**config.mk**
```make
export PLATFORM = sky130hd
export DESIGN_NAME = score_display_ctrl
export DESIGN_NICKNAME = d
export VERILOG_FILES = /design/src/rtl/score_pkg.sv /design/src/rtl/bin2bcd_serial.sv /design/src/rtl/score_display_ctrl.sv
export SDC_FILE = /design/constraint.sdc
export NUM_CORES = 1
export LEC_CHECK = 0
export ABC_AREA = 1
export BUFFER_PORTS_ARGS = -buffer_cell sky130_fd_sc_hd__buf_2
export CAP_MARGIN = 20
export CORE_MARGIN = 4
export CORE_UTILIZATION = 48
export CTS_BUF_LIST = sky130_fd_sc_hd__clkbuf_16
export CTS_CLUSTER_SIZE = 12
export DETAILED_ROUTE_END_ITERATION = 6
export GPL_ROUTABILITY_DRIVEN = 1
export PLACE_DENSITY = 0.7
export SYNTH_ARGS = -nofsm -noshare
export SYNTH_HDL_FRONTEND = slang
export SYNTH_SLANG_ARGS = --single-unit
```
**constraint.sdc**
```tcl
create_clock -name clk -period 2.8 [get_ports clk]
set_clock_uncertainty 0.2 [all_clocks]
set_input_delay 0.42 -clock clk [delete_from_list [all_inputs] [get_ports clk]]
set_output_delay 0.42 -clock clk [all_outputs]
set_load 0.01 [all_outputs]
```
**src/rtl/score_pkg.sv**
```systemverilog
// Shared constants, FSM state type and slot geometry for the score display.
package score_pkg;

    localparam int NUM_DIGITS   = 5;
    localparam int SCORE_W      = 17;
    localparam int BCD_W        = 20;
    localparam int SCORE_MAX    = 99999;
    localparam int ROW_TOP      = 70;
    localparam int ROW_BOT      = 110;
    localparam int DIGIT_W      = 25;
    localparam int FIRST_OFFSET = 20;
    localparam int DIGIT_PITCH  = 26;

    typedef enum logic [1:0] {
        IDLE    = 2'd0,
        CONVERT = 2'd1,
        HOLD    = 2'd2
    } state_e;

    // Left edge (exclusive) of slot k; slot 0 holds the most significant digit.
    function automatic logic [9:0] slot_offset(input int first, input int pitch, input int k);
        return 10'(first + k * pitch);
    endfunction

endpackage

```
**src/rtl/bin2bcd_serial.sv**
```systemverilog
// Serial double-dabble: one add-3/shift step per cycle, SCORE_W steps per start.
module bin2bcd_serial #(
    parameter int SCORE_W = 17,
    parameter int BCD_W   = 20
) (
    input  logic               clk,
    input  logic               reset,
    input  logic               start,
    input  logic [SCORE_W-1:0] bin_in,
    output logic               done,
    output logic [BCD_W-1:0]   bcd_out
);

    localparam int CNT_W = $clog2(SCORE_W + 1);

    logic [SCORE_W-1:0] sh_q, sh_d;
    logic [BCD_W-1:0]   bcd_q, bcd_d, bcd_adj, bcd_step;
    logic [CNT_W-1:0]   cnt_q, cnt_d;

    always_comb begin
        bcd_adj = bcd_q;
        for (int i = 0; i < BCD_W / 4; i++) begin
            if (bcd_q[i*4 +: 4] >= 4'd5)
                bcd_adj[i*4 +: 4] = bcd_q[i*4 +: 4] + 4'd3;
        end
        bcd_step = {bcd_adj[BCD_W-2:0], sh_q[SCORE_W-1]};

        sh_d  = sh_q;
        bcd_d = bcd_q;
        cnt_d = cnt_q;
        if (start) begin
            sh_d  = bin_in;
            bcd_d = '0;
            cnt_d = CNT_W'(SCORE_W);
        end else if (cnt_q != '0) begin
            sh_d  = sh_q << 1;
            bcd_d = bcd_step;
            cnt_d = cnt_q - CNT_W'(1);
        end
    end

    // done flags the final step; bcd_out is that step's result, valid alongside done.
    assign done    = (cnt_q == CNT_W'(1)) && !start;
    assign bcd_out = bcd_step;

    always_ff @(posedge clk or posedge reset) begin
        if (reset) begin
            sh_q  <= '0;
            bcd_q <= '0;
            cnt_q <= '0;
        end else begin
            sh_q  <= sh_d;
            bcd_q <= bcd_d;
            cnt_q <= cnt_d;
        end
    end

endmodule

```
**src/rtl/score_display_ctrl.sv**
```systemverilog
// Score display controller: clamps and converts a binary score to BCD,
// commits it on vertical blank, and looks up the digit under the current pixel.
module score_display_ctrl #(
    parameter int NUM_DIGITS   = score_pkg::NUM_DIGITS,
    parameter int SCORE_W      = score_pkg::SCORE_W,
    parameter int FIRST_OFFSET = score_pkg::FIRST_OFFSET,
    parameter int DIGIT_PITCH  = score_pkg::DIGIT_PITCH
) (
    input  logic               clk,
    input  logic               reset,
    input  logic [SCORE_W-1:0] score_in,
    input  logic               score_valid,
    output logic               score_ready,
    input  logic               frame_start,
    input  logic [9:0]         col,
    input  logic [9:0]         row,
    output logic               busy,
    output logic               digit_valid,
    output logic [6:0]         digit_offset,
    output logic [3:0]         digit_value
);

    import score_pkg::*;

    localparam int DISP_W = 4 * NUM_DIGITS;

    state_e              state_q;
    logic [DISP_W-1:0]   pend_q, disp_q, conv_bcd;
    logic [SCORE_W-1:0]  score_clamped;
    logic                accept, conv_done;

    logic                vld_q, vld_d;
    logic [6:0]          off_q, off_d;
    logic [3:0]          val_q, val_d;
    logic [9:0]          lo;
    logic                row_in;

    assign score_ready   = (state_q != CONVERT);
    assign busy          = (state_q == CONVERT);
    assign accept        = score_valid && score_ready;
    assign score_clamped = (32'(score_in) > SCORE_MAX) ? SCORE_W'(SCORE_MAX) : score_in;

    bin2bcd_serial #(
        .SCORE_W (SCORE_W),
        .BCD_W   (DISP_W)
    ) u_conv (
        .clk     (clk),
        .reset   (reset),
        .start   (accept),
        .bin_in  (score_clamped),
        .done    (conv_done),
        .bcd_out (conv_bcd)
    );

    // In HOLD, a coincident frame_start commits the old pending before the new score converts.
    always_ff @(posedge clk or posedge reset) begin
        if (reset) begin
            state_q <= IDLE;
            pend_q  <= '0;
            disp_q  <= '0;
        end else begin
            case (state_q)
                IDLE: begin
                    if (accept) state_q <= CONVERT;
                end
                CONVERT: begin
                    if (conv_done) begin
                        pend_q  <= conv_bcd;
                        state_q <= HOLD;
                    end
                end
                HOLD: begin
                    if (frame_start) begin
                        disp_q  <= pend_q;
                        state_q <= IDLE;
                    end
                    if (accept) state_q <= CONVERT;
                end
                default: state_q <= IDLE;
            endcase
        end
    end

    // Slots never overlap, so the first hit found is the only one.
    always_comb begin
        vld_d  = 1'b0;
        off_d  = '0;
        val_d  = '0;
        lo     = '0;
        row_in = (row > 10'(ROW_TOP)) && (row <= 10'(ROW_BOT));
        for (int k = 0; k < NUM_DIGITS; k++) begin
            lo = slot_offset(FIRST_OFFSET, DIGIT_PITCH, k);
            if (!vld_d && row_in && (col > lo) && (col <= lo + 10'(DIGIT_W))) begin
                vld_d = 1'b1;
                off_d = lo[6:0];
                val_d = disp_q[(NUM_DIGITS-1-k)*4 +: 4];
            end
        end
    end

    always_ff @(posedge clk or posedge reset) begin
        if (reset) begin
            vld_q <= 1'b0;
            off_q <= '0;
            val_q <= '0;
        end else begin
            vld_q <= vld_d;
            off_q <= off_d;
            val_q <= val_d;
        end
    end

    assign digit_valid  = vld_q;
    assign digit_offset = off_q;
    assign digit_value  = val_q;

endmodule
```
# ---- After elaboration in Yosys (flattened, before gate mapping)
# Cells that the tools add are included.
dict set report totals {
  inputBits 41
  regBits 96
  word_cells 100
}
dict set report classes {
  addsub 6
  mux 32
  n_eq_ne 7
  order_cmp 18
  n_reduce_logical 28
}
# cell count
set ops {}
lappend ops {{$mux W17} 3}
lappend ops {{$gt A10 B7 Y1 const B} 4}
lappend ops {{$le A10 B7 Y1 const B} 4}
lappend ops {{$mux W20} 2}
lappend ops {{$mux W4} 9}
lappend ops {{$mux W7} 4}
lappend ops {{$ge A4 B3 Y1 const B} 5}
lappend ops {{$gt A17 B17 Y1 const B} 1}
lappend ops {{$logic_and A1 B1 Y1} 17}
lappend ops {{$add A4 B2 Y4 const B} 4}
lappend ops {{$mux W5} 3}
lappend ops {{$gt A10 B5 Y1 const B} 1}
lappend ops {{$gt A10 B6 Y1 const B} 1}
lappend ops {{$le A10 B6 Y1 const B} 1}
lappend ops {{$le A10 B8 Y1 const B} 1}
lappend ops {{$mux W2} 4}
lappend ops {{$ne A2 B1 Y1 const B} 3}
lappend ops {{$pmux W2 S3} 1}
lappend ops {{$eq A5 B1 Y1 const B} 1}
lappend ops {{$logic_not A1 Y1} 5}
lappend ops {{$mux W1} 5}
lappend ops {{$reduce_bool A5 Y1} 1}
lappend ops {{$sub A5 B1 Y5 const B} 1}
lappend ops {{$reduce_and A2 Y1} 2}
lappend ops {{other kinds (8)} 8}

# ---- Logic depth before layout (Yosys ltp)
# Gate-level depths: netlist of the first run.
dict set report logic_depth {
  word_depth 25
  mapped_depth 13
}

# ---- Hierarchy
# From an unflattened synthesis of the first run, not the netlist that was laid out.
dict set report unflattened {
  cells_unflattened 635
  hier_area_um2 5096.1
}
# mod area_each_um2 n_inst seq_area_each_um2 cells_per_inst
set by_module_without_submodules {}
lappend by_module_without_submodules {score_display_ctrl 2650.0 1 1326.3 308}
lappend by_module_without_submodules {bin2bcd_serial 2446.1 1 1051.0 327}

# ---- Worst setup path after synthesis of the first run
# No wires, ideal clock.
dict set report synth_path {
  kind {in2reg}
  startpoint {input row[9]}
  endpoint {register val_q[0], in the netlist digit_value[0]}
  arrival_time_ns 1.372
  path_buffers 1
  setup_slack_ns 1.112
  path_stages 10
  cell_sequence {or2_1 nor2_1 nand3_2 inv_2 nand3_2 buf_6 nand2_2 inv_1 nand2_1 nand2_1}
}
dict set report synth_between {
  elab_chain_len 25
  elab_cells_between_ends 30
  classes_between {order compare (2); mux (9); reduce/logical (19)}
}
# item line
set synth_rtl {}
lappend synth_rtl {{start: declaration} score_display_ctrl.sv:16} ;# input logic [9:0] row,
lappend synth_rtl {{$gt A10 B7 Y1 / $le A10 B7 Y1 (equally long branches)} score_display_ctrl.sv:90} ;# row_in = (row > 10'(ROW_TOP)) && (row <= 10'(ROW_BOT));
lappend synth_rtl {{$logic_and A1 B1 Y1 (*)} score_display_ctrl.sv:90}
lappend synth_rtl {{$logic_and A1 B1 Y1 (2 in a row)} score_display_ctrl.sv:93} ;# if (!vld_d && row_in && (col > lo) && (col <= lo + 10'(DIGIT_W))) begin
lappend synth_rtl {{$mux W1} score_display_ctrl.sv:93}
lappend synth_rtl {{$logic_not A1 Y1} score_display_ctrl.sv:93}
lappend synth_rtl {{$logic_and A1 B1 Y1 (3 in a row)} score_display_ctrl.sv:93}
lappend synth_rtl {{$mux W1} score_display_ctrl.sv:93}
lappend synth_rtl {{$logic_not A1 Y1} score_display_ctrl.sv:93}
lappend synth_rtl {{$logic_and A1 B1 Y1 (3 in a row)} score_display_ctrl.sv:93}
lappend synth_rtl {{$mux W1} score_display_ctrl.sv:93}
lappend synth_rtl {{$logic_not A1 Y1} score_display_ctrl.sv:93}
lappend synth_rtl {{$logic_and A1 B1 Y1 (3 in a row)} score_display_ctrl.sv:93}
lappend synth_rtl {{$mux W1} score_display_ctrl.sv:93}
lappend synth_rtl {{$logic_not A1 Y1} score_display_ctrl.sv:93}
lappend synth_rtl {{$logic_and A1 B1 Y1 (3 in a row)} score_display_ctrl.sv:93}
lappend synth_rtl {{$mux W4 (*)} score_display_ctrl.sv:93}
lappend synth_rtl {{via val_d[0]} score_display_ctrl.sv:34} ;# logic [3:0] val_q, val_d;
lappend synth_rtl {{end signal: assignment} score_display_ctrl.sv:109} ;# val_q <= val_d;
lappend synth_rtl {{end: declaration} score_display_ctrl.sv:34}
# Mark *: on every way through the listed nets, which the timed path passes. The rest lies on a longest branch.
# A chain may end at the register's enable or synchronous reset.

# ---- Worst setup path in the final report of the first run
dict set report layout_path {
  startpoint {register state_q[0]}
  endpoint {register u_conv.bcd_q[15]}
}
dict set report layout_between {
  elab_chain_len 3
  elab_cells_between_ends 4
  classes_between {eq/ne (1); mux (1); reduce/logical (2)}
}
# item line
set layout_rtl {}
lappend layout_rtl {{start: declaration} score_display_ctrl.sv:27} ;# state_e state_q;
lappend layout_rtl {{start signal: assignment} score_display_ctrl.sv:58} ;# state_q <= IDLE;
lappend layout_rtl {{start signal: assignment} score_display_ctrl.sv:64} ;# if (accept) state_q <= CONVERT;
lappend layout_rtl {{start signal: assignment} score_display_ctrl.sv:69} ;# state_q <= HOLD;
lappend layout_rtl {{$ne A2 B1 Y1 (*)} score_display_ctrl.sv:38} ;# assign score_ready = (state_q != CONVERT);
lappend layout_rtl {{$logic_and A1 B1 Y1 (*)} score_display_ctrl.sv:40} ;# assign accept = score_valid && score_ready;
lappend layout_rtl {{$mux W20 / $reduce_bool A2 Y1 (equally long branches)} --}
lappend layout_rtl {{end signal: assignment} bin2bcd_serial.sv:49} ;# bcd_q <= '0;
lappend layout_rtl {{end signal: assignment} bin2bcd_serial.sv:53} ;# bcd_q <= bcd_d;
lappend layout_rtl {{end: declaration} bin2bcd_serial.sv:17} ;# logic [BCD_W-1:0] bcd_q, bcd_d, bcd_adj, bcd_step;
# Every way passes the cells marked *; elsewhere a longest branch is shown, timed or not.

==> summary.md, run 1 <==
| Metric | Value |
|---|---|
| Outcome | completed |
| Via density | between 5 and 6 |
| Timing-limited maximum frequency | about 0.44 GHz |
| Reg-to-reg setup timing slack | about 0.55 ns |
| Final slew viol count | 0 |
| Setup bufs post-CTS | 0 |
| Pwr per Cell Area | 959.9 mW/mm² |
| Startpoint of the worst register-to-register path | state_q[0]$_DFFE_PP0P_ |
| Post-layout nets | 668 |
| CTS tree | built |
| Routability congestion estimate from global placement | just over 0.9 |
| Router iterations before antenna repair | 5 |
| Number of instances in the synthesized netlist | roughly 560 |
| Post-DP HPWL | 7.522 mm |
| Kind of critical path | reg2reg |
| GR Overflow Total | 0 |
| Post-synthesis instance area | between 0.004 and 0.005 mm² |
| Die W | 107.7 µm |
| Area share of the largest cell type after synthesis | 49.79% |
| Worst vdd rail ir drop | around 440 µV |
| Total number of vias | approximately 4000 |
| Final worst-path cycle share | between 80% and 90% |
| Die Outline Area | roughly 0.012 mm² |
| Fin Setup TNS | 0 ns |
| Async set-reset flop share out of synthesis | 100.0% |
| Number of antenna violations at the first check in global routing | 0 |
| Worst setup timing slack at the placement stage | between 0.5 and 0.6 ns |
| Core outline area | 0.009729 mm² |
| Number of synthesized register bits | 95 |
| Residual DRC count | 0 |
| Yosys Warn Count | 0 |
| Post-synthesis cell type count | 37 |
| Worst-case reg-to-reg path depth | 8 |
| Beginning of the critical path | state_q[0]$_DFFE_PP0P_ |
| Worst setup SP type | register |
| Vertical die dimension | about 110 µm |
| Final setup violation count | 0 |
| Fillers | approximately 900 |
| Unrepaired setup endpoints after global routing | false |
| Average instance area after synthesis | approximately 8.5 µm² |
| Data required time at the worst endpoint | 2.80 ns |
| Clock edge transition at the registers on the reported setup and hold paths | around 0.070 ns |
| Clk Tree Root Cell | sky130_fd_sc_hd__clkbuf_16 |
| Number of max-capacitance violations reported | 0 |
| TritonCTS Sinks | 95 |
| Clock buffers created by TritonCTS | 9 |
| Count of antenna diodes in the layout | 0 |
| Leading cell type in the layout, fill and taps excluded | sky130_fd_sc_hd__nand2_1 |
| CTS resizes | 0 |
| Part of the Yosys area used for sequential elements | between 40% and 50% |
| Number of enable flip-flop cells after synthesis | 0 |
| Mapped Nets | about 620 |
| IO Pins | 55 |
| Placement Rows | 36 |
| Tmin final | roughly 2.3 ns |
| Routed length per instance | between 10 and 15 µm |
| Via count of the first global-routing pass | ~3900 |
| Tightest Hold Check Type | in2async |
| Total wirelength of the detailed-routed design | between 10 and 15 mm |
| Critical Path AT | between 2 and 2.5 ns |
| Depth of the CTS H-tree | 3 |
| Clock latency of the later-clocked register in the worst-skew pair | ~0.33 ns |
| Hold Violations, Final | 0 |
| Quantity of hold-fixing buffers added after cts | 0 |
| Library cell with the largest summed area after synthesis | sky130_fd_sc_hd__dfrtp_1 |
| Worst slew slack as a fraction of its limit | 47.52% |
| Worst setup path end | u_conv.bcd_q[15]$_DFFE_PP0P_ |
| Overall track demand over capacity in global routing | between 10% and 20% |
| Signed area change from the synthesized netlist to the final layout | 14.28% |
| Critical path capture point type | register |
| Initial core utilization | about half |
| Largest buffer count on any clock path | 2 |
| Most frequent cells in the layout | sky130_fd_sc_hd__nand2_1, sky130_fd_sc_hd__dfrtp_1, sky130_fd_sc_hd__inv_1, sky130_fd_sc_hd__buf_2, sky130_fd_sc_hd__o21ai_0 |
| Largest cells by area after synthesis | sky130_fd_sc_hd__dfrtp_1, sky130_fd_sc_hd__nand2_1, sky130_fd_sc_hd__inv_1 |
| Worst path setup slack after routing | between 0.5 and 0.6 ns |
| Initial detailed-routing violation count | ~190 |
| Count of antenna-violating nets left after detailed routing | 0 |
| IO Port Bufs | 53 |
| Max FO, Critical Path | 17 |
| Largest net degree at the start of global routing | 96 |
| Most used flip-flop cell after synthesis | sky130_fd_sc_hd__dfrtp_1 |
| Global-route wire length before repair | between 15 and 20 mm |
| Leakage power figure | between 0.002 and 0.003 µW |
| Share of final-layout standard cells stronger than drive strength 1 | a little under a fifth |
| Reg-to-reg critical path endpoint | u_conv.bcd_q[15]$_DFFE_PP0P_ |
| Transition at the pin with the smallest max-transition slack | a little under 0.8 ns |
==> final cells by class <==
cell class	count	area, µm²	area share (%)
well taps	133	166.4	3.050
multi-input cells	372	2011	36.85
repair buffers	56	300.3	5.503
clock inverters	7	71.32	1.307
inverters	80	305.3	5.595
clock buffers	9	225.2	4.127
flip-flops and latches	95	2377	43.57
==> cells in the mapped netlist, drive strengths merged, types with 2 or more instances <==
cell type	count
a22oi	2
nor3	3
o211ai	4
nand3	38
mux2	10
or2	6
nand4	9
o21ai	60
inv	79
buf	13
ha	13
o221ai	5
nor2	49
nand3b	5
xor2	7
dfrtp	95
o22ai	14
a21oi	20
nand2	119
clkbuf	3
a31oi	2
==> worst min path at each step <==
stage                                        endpoint  cells past startpoint
after floorplan                 disp_q[4]$_DFFE_PP0P_                      2
after global placement          disp_q[7]$_DFFE_PP0P_                      2
after detailed placement     digit_value[3]$_DFF_PP0_                      2
after CTS                 u_conv.cnt_q[0]$_DFFE_PP0P_                      3
after global routing      u_conv.cnt_q[4]$_DFFE_PP0P_                      3
final                          disp_q[16]$_DFFE_PP0P_                      3
==> power breakdown <==
part | total (µW) | switching [µW] | internal, µW
clock | 1210 | 514 | 693
sequential | 2160 | 275 | 1890
combinational | 1870 | 1190 | 683
==> layer usage <==
metal	vias to the layer above	wire, µm	global-route usage [%]	share of wire, %
met5	-	0	0	0
met4	0	185	5.951	1.8
met3	15	521	3.839	5.0
met2	124	4969	32.46	48
met1	1849	4713	24.73	45
li1	1938	-	-	-
==> logic make-up after synthesis <==
| family | share of synthesized area (%) |
|---|---|
| AOI/OAI and AO/OA | 13.02 |
| DFF | 49.79 |
| adders and majority gates | 3.407 |
| other | 0.07854 |
| and+or+nand+nor | 21.78 |
| buffers and inverters | 8.097 |
| muxes | 2.359 |
| xor gates and xnor gates | 1.468 |
==> sequential cells by signal, summed over array words and instances, names as in the netlist <==
name and cells:
digit_offset 6, digit_valid 1, digit_value 4, disp_q 20, pend_q 20, state_q 2
u_conv.bcd_q 20, u_conv.cnt_q 5, u_conv.sh_q 17
==> through the flow <==
step	power (µW)	cell area, µm²	hold WS, ns	cells	util, %
2_1_floorplan	3527	4778	0.2332	563	-
3_3_place_gp	3926	5160	0.2633	736	53.04
3_5_place_dp	4026	5160	0.2641	736	53.04
4_1_cts	5263	5456	0.03646	752	56.08
5_1_grt	5664	5456	0.06954	752	56.08
6_report	5238	5456	0.01624	752	56.08
==> critical path, cell delays in order (launching register included) <==
cell and delay (ns):
sky130_fd_sc_hd__dfrtp_1 0.41, sky130_fd_sc_hd__nand2_2 0.13, sky130_fd_sc_hd__inv_2 0.07, sky130_fd_sc_hd__nor2_4 0.33
sky130_fd_sc_hd__inv_1 0.29, sky130_fd_sc_hd__nand2_2 0.29, sky130_fd_sc_hd__inv_1 0.22, sky130_fd_sc_hd__nand2_1 0.12
sky130_fd_sc_hd__o21ai_1 0.07
(Power assumes the default switching activity.)
==> inputs of run 2 (changes only) <==
Clock period 2.8 ns to 2 ns, I/O delays scaled along.
==> summary.md, run 2 (synthesis results as in run 1) <==
| Metric | Value |
|---|---|
| Outcome | completed |
| Core outline area | about 0.0097 mm² |
| Leakage power figure | approximately 0.0029 µW |
| Post-layout nets | 680 |
| Fillers | roughly 900 |
| Die Outline Area | about 0.012 mm² |
| Worst-case reg-to-reg path depth | 7 |
| Leading cell type in the layout, fill and taps excluded | sky130_fd_sc_hd__nand2_1 |
| Worst setup SP type | input pin |
| Clk Tree Root Cell | sky130_fd_sc_hd__clkbuf_16 |
| Routed length per instance | approximately 13 µm |
| CTS tree | built |
| Critical path capture point type | register |
| Clock buffers created by TritonCTS | 9 |
| Clock latency of the later-clocked register in the worst-skew pair | about 0.33 ns |
| Initial core utilization | 49.07% |
| Via density | 5.103 |
| Final worst-path cycle share | approximately nine tenths |
| Post-DP HPWL | 7.269 mm |
| TritonCTS Sinks | 95 |
| Via count of the first global-routing pass | a little under 4000 |
| GR Overflow Total | 0 |
| IO Pins | 55 |
| Die W | 107.7 µm |
| Critical Path AT | between 1.5 and 2 ns |
| Data required time at the worst endpoint | approximately 2.1 ns |
| Worst vdd rail ir drop | approximately 720 µV |
| Worst setup path end | u_conv.sh_q[12]$_DFFE_PP0P_ |
| Unrepaired setup endpoints after global routing | false |
| Biggest registers after layout | disp_q: 20 flops, pend_q: 20 flops, u_conv.bcd_q: 20 flops |
| Largest buffer count on any clock path | 2 |
| Setup bufs post-CTS | 0 |
| Count of antenna diodes in the layout | 0 |
| Kind of critical path | in2reg |
| Footprint of the multi-input gates | a little over 0.002 mm² |
| Hold Violations, Final | 0 |
| Total wirelength of the detailed-routed design | a little over 10 mm |
| Signed area change from the synthesized netlist to the final layout | 17.14% |
| Share of final-layout standard cells stronger than drive strength 1 | about a fifth |
| Global-route wire length before repair | about 17 mm |
| Initial detailed-routing violation count | 187 |
| Number of antenna violations at the first check in global routing | 0 |
| IO Port Bufs | 53 |
| Clock edge transition at the registers on the reported setup and hold paths | approximately 0.060 ns |
| Timing-limited maximum frequency | 0.5457 GHz |
| Placement-stage cell area | roughly 0.0052 mm² |
| Overall track demand over capacity in global routing | about a fifth |
| Depth of the CTS H-tree | 3 |
| Final instance area | approximately 0.0056 mm² |
| Reg-to-reg critical path endpoint | u_conv.bcd_q[14]$_DFFE_PP0P_ |
| Router iterations before antenna repair | 4 |
| Vertical die dimension | ~110 µm |
| Max FO, Critical Path | 17 |
| Beginning of the critical path | score_valid |
| Area used by sequential logic in the layout | 0.002377 mm² |
| Overall power consumption | about 7400 µW |
| Number of max-capacitance violations reported | 0 |
| Largest net degree at the start of global routing | 58 |
| Pwr per Cell Area | between 1000 and 1500 mW/mm² |
| Final slew viol count | 0 |
| Placement Rows | 36 |
| Tightest Hold Check Type | in2reg |
| Reg-to-reg setup timing slack | 0.20 ns |
| Tmin final | about 1.8 ns |
| Final setup violation count | 0 |
| Worst hold slack across all endpoints | about 0.025 ns |
| Routability congestion estimate from global placement | 0.8703 |
| Count of antenna-violating nets left after detailed routing | 0 |
| Fin Setup TNS | 0 ns |
| Most frequent cells in the layout | sky130_fd_sc_hd__nand2_1, sky130_fd_sc_hd__dfrtp_1, sky130_fd_sc_hd__inv_1, sky130_fd_sc_hd__buf_2, sky130_fd_sc_hd__o21ai_0 |
| Startpoint of the worst register-to-register path | u_conv.bcd_q[12]$_DFFE_PP0P_ |
| Residual DRC count | 0 |
| Total number of vias | between 3000 and 4000 |
## run 2: cell count changes in the layout (fill, tap and decap cells not counted), sizes merged
cell	delta
inv	+3
clkinvlp	+1
dlygate4sd3	+4
clkinv	-5
bufinv	+1
buf	+8
## run 2: stage by stage
stage	std cells	setup WS (ns)	utilization, %
2_1_floorplan	563	0.3803	-
3_3_place_gp	744	0.1844	53.91
3_5_place_dp	744	0.1387	53.91
4_1_cts	764	0.1500	57.48
5_1_grt	764	0.05247	57.48
6_report	764	0.1675	57.48
## run 2: worst min path at each step
stage	slack, ns	cells after the start	endpoint	from
2_1_floorplan	0.18	1	state_q[1]$_DFFE_PP0P_	frame_start
3_3_place_gp	0.20	3	u_conv.cnt_q[2]$_DFFE_PP0P_	reset
4_1_cts	0.01	3	u_conv.sh_q[3]$_DFFE_PP0P_	score_in[3]
6_report	0.03	3	u_conv.sh_q[3]$_DFFE_PP0P_	score_in[3]
5_1_grt	0.05	3	u_conv.sh_q[14]$_DFFE_PP0P_	score_in[14]
3_5_place_dp	0.21	3	u_conv.bcd_q[14]$_DFFE_PP0P_	reset
## run 2: timing repair
item | 4_1_cts | 5_1_grt
hold endpoints to repair | 97 | 0
hold buffers | 4 | 0
resized for setup | 0 | 0
## run 2: area by class of cell
class,instances,area share [%]
flip-flops and latches,95,42.51
clock inverters,7,1.477
multi-input cells,372,35.95
well taps,133,2.975
clock buffers,9,4.027
inverters,80,5.459
repair buffers,68,7.606
## run 2: report_power, final
| group | total (µW) | internal, µW | leakage, µW | switching [µW] |
|---|---|---|---|---|
| logic | 2670 | 1020 | 0.00147 | 1650 |
| clock network | 1760 | 1080 | 0.000161 | 680 |
| registers | 3020 | 2640 | 0.00123 | 377 |
| total | 7440 | 4740 | 0.00286 | 2700 |
## run 2: metal layers
metal,GRT usage [%],part of all wire (%),vias to the layer above
li1,-,-,1963
met1,23.47,44,1808
met2,31.44,49,111
met3,4.139,5.7,17
met4,6.583,1.5,0
met5,0,0,-
## run 2: critical path, cell delays in order
cell                            delay, ns
sky130_fd_sc_hd__dlygate4sd3_1       0.51
sky130_fd_sc_hd__buf_2               0.11
sky130_fd_sc_hd__inv_1               0.06
sky130_fd_sc_hd__nor2_4              0.26
sky130_fd_sc_hd__inv_1               0.11
sky130_fd_sc_hd__nand2_2             0.08
sky130_fd_sc_hd__buf_4               0.23
sky130_fd_sc_hd__nor2_1              0.06
sky130_fd_sc_hd__a211oi_1            0.15
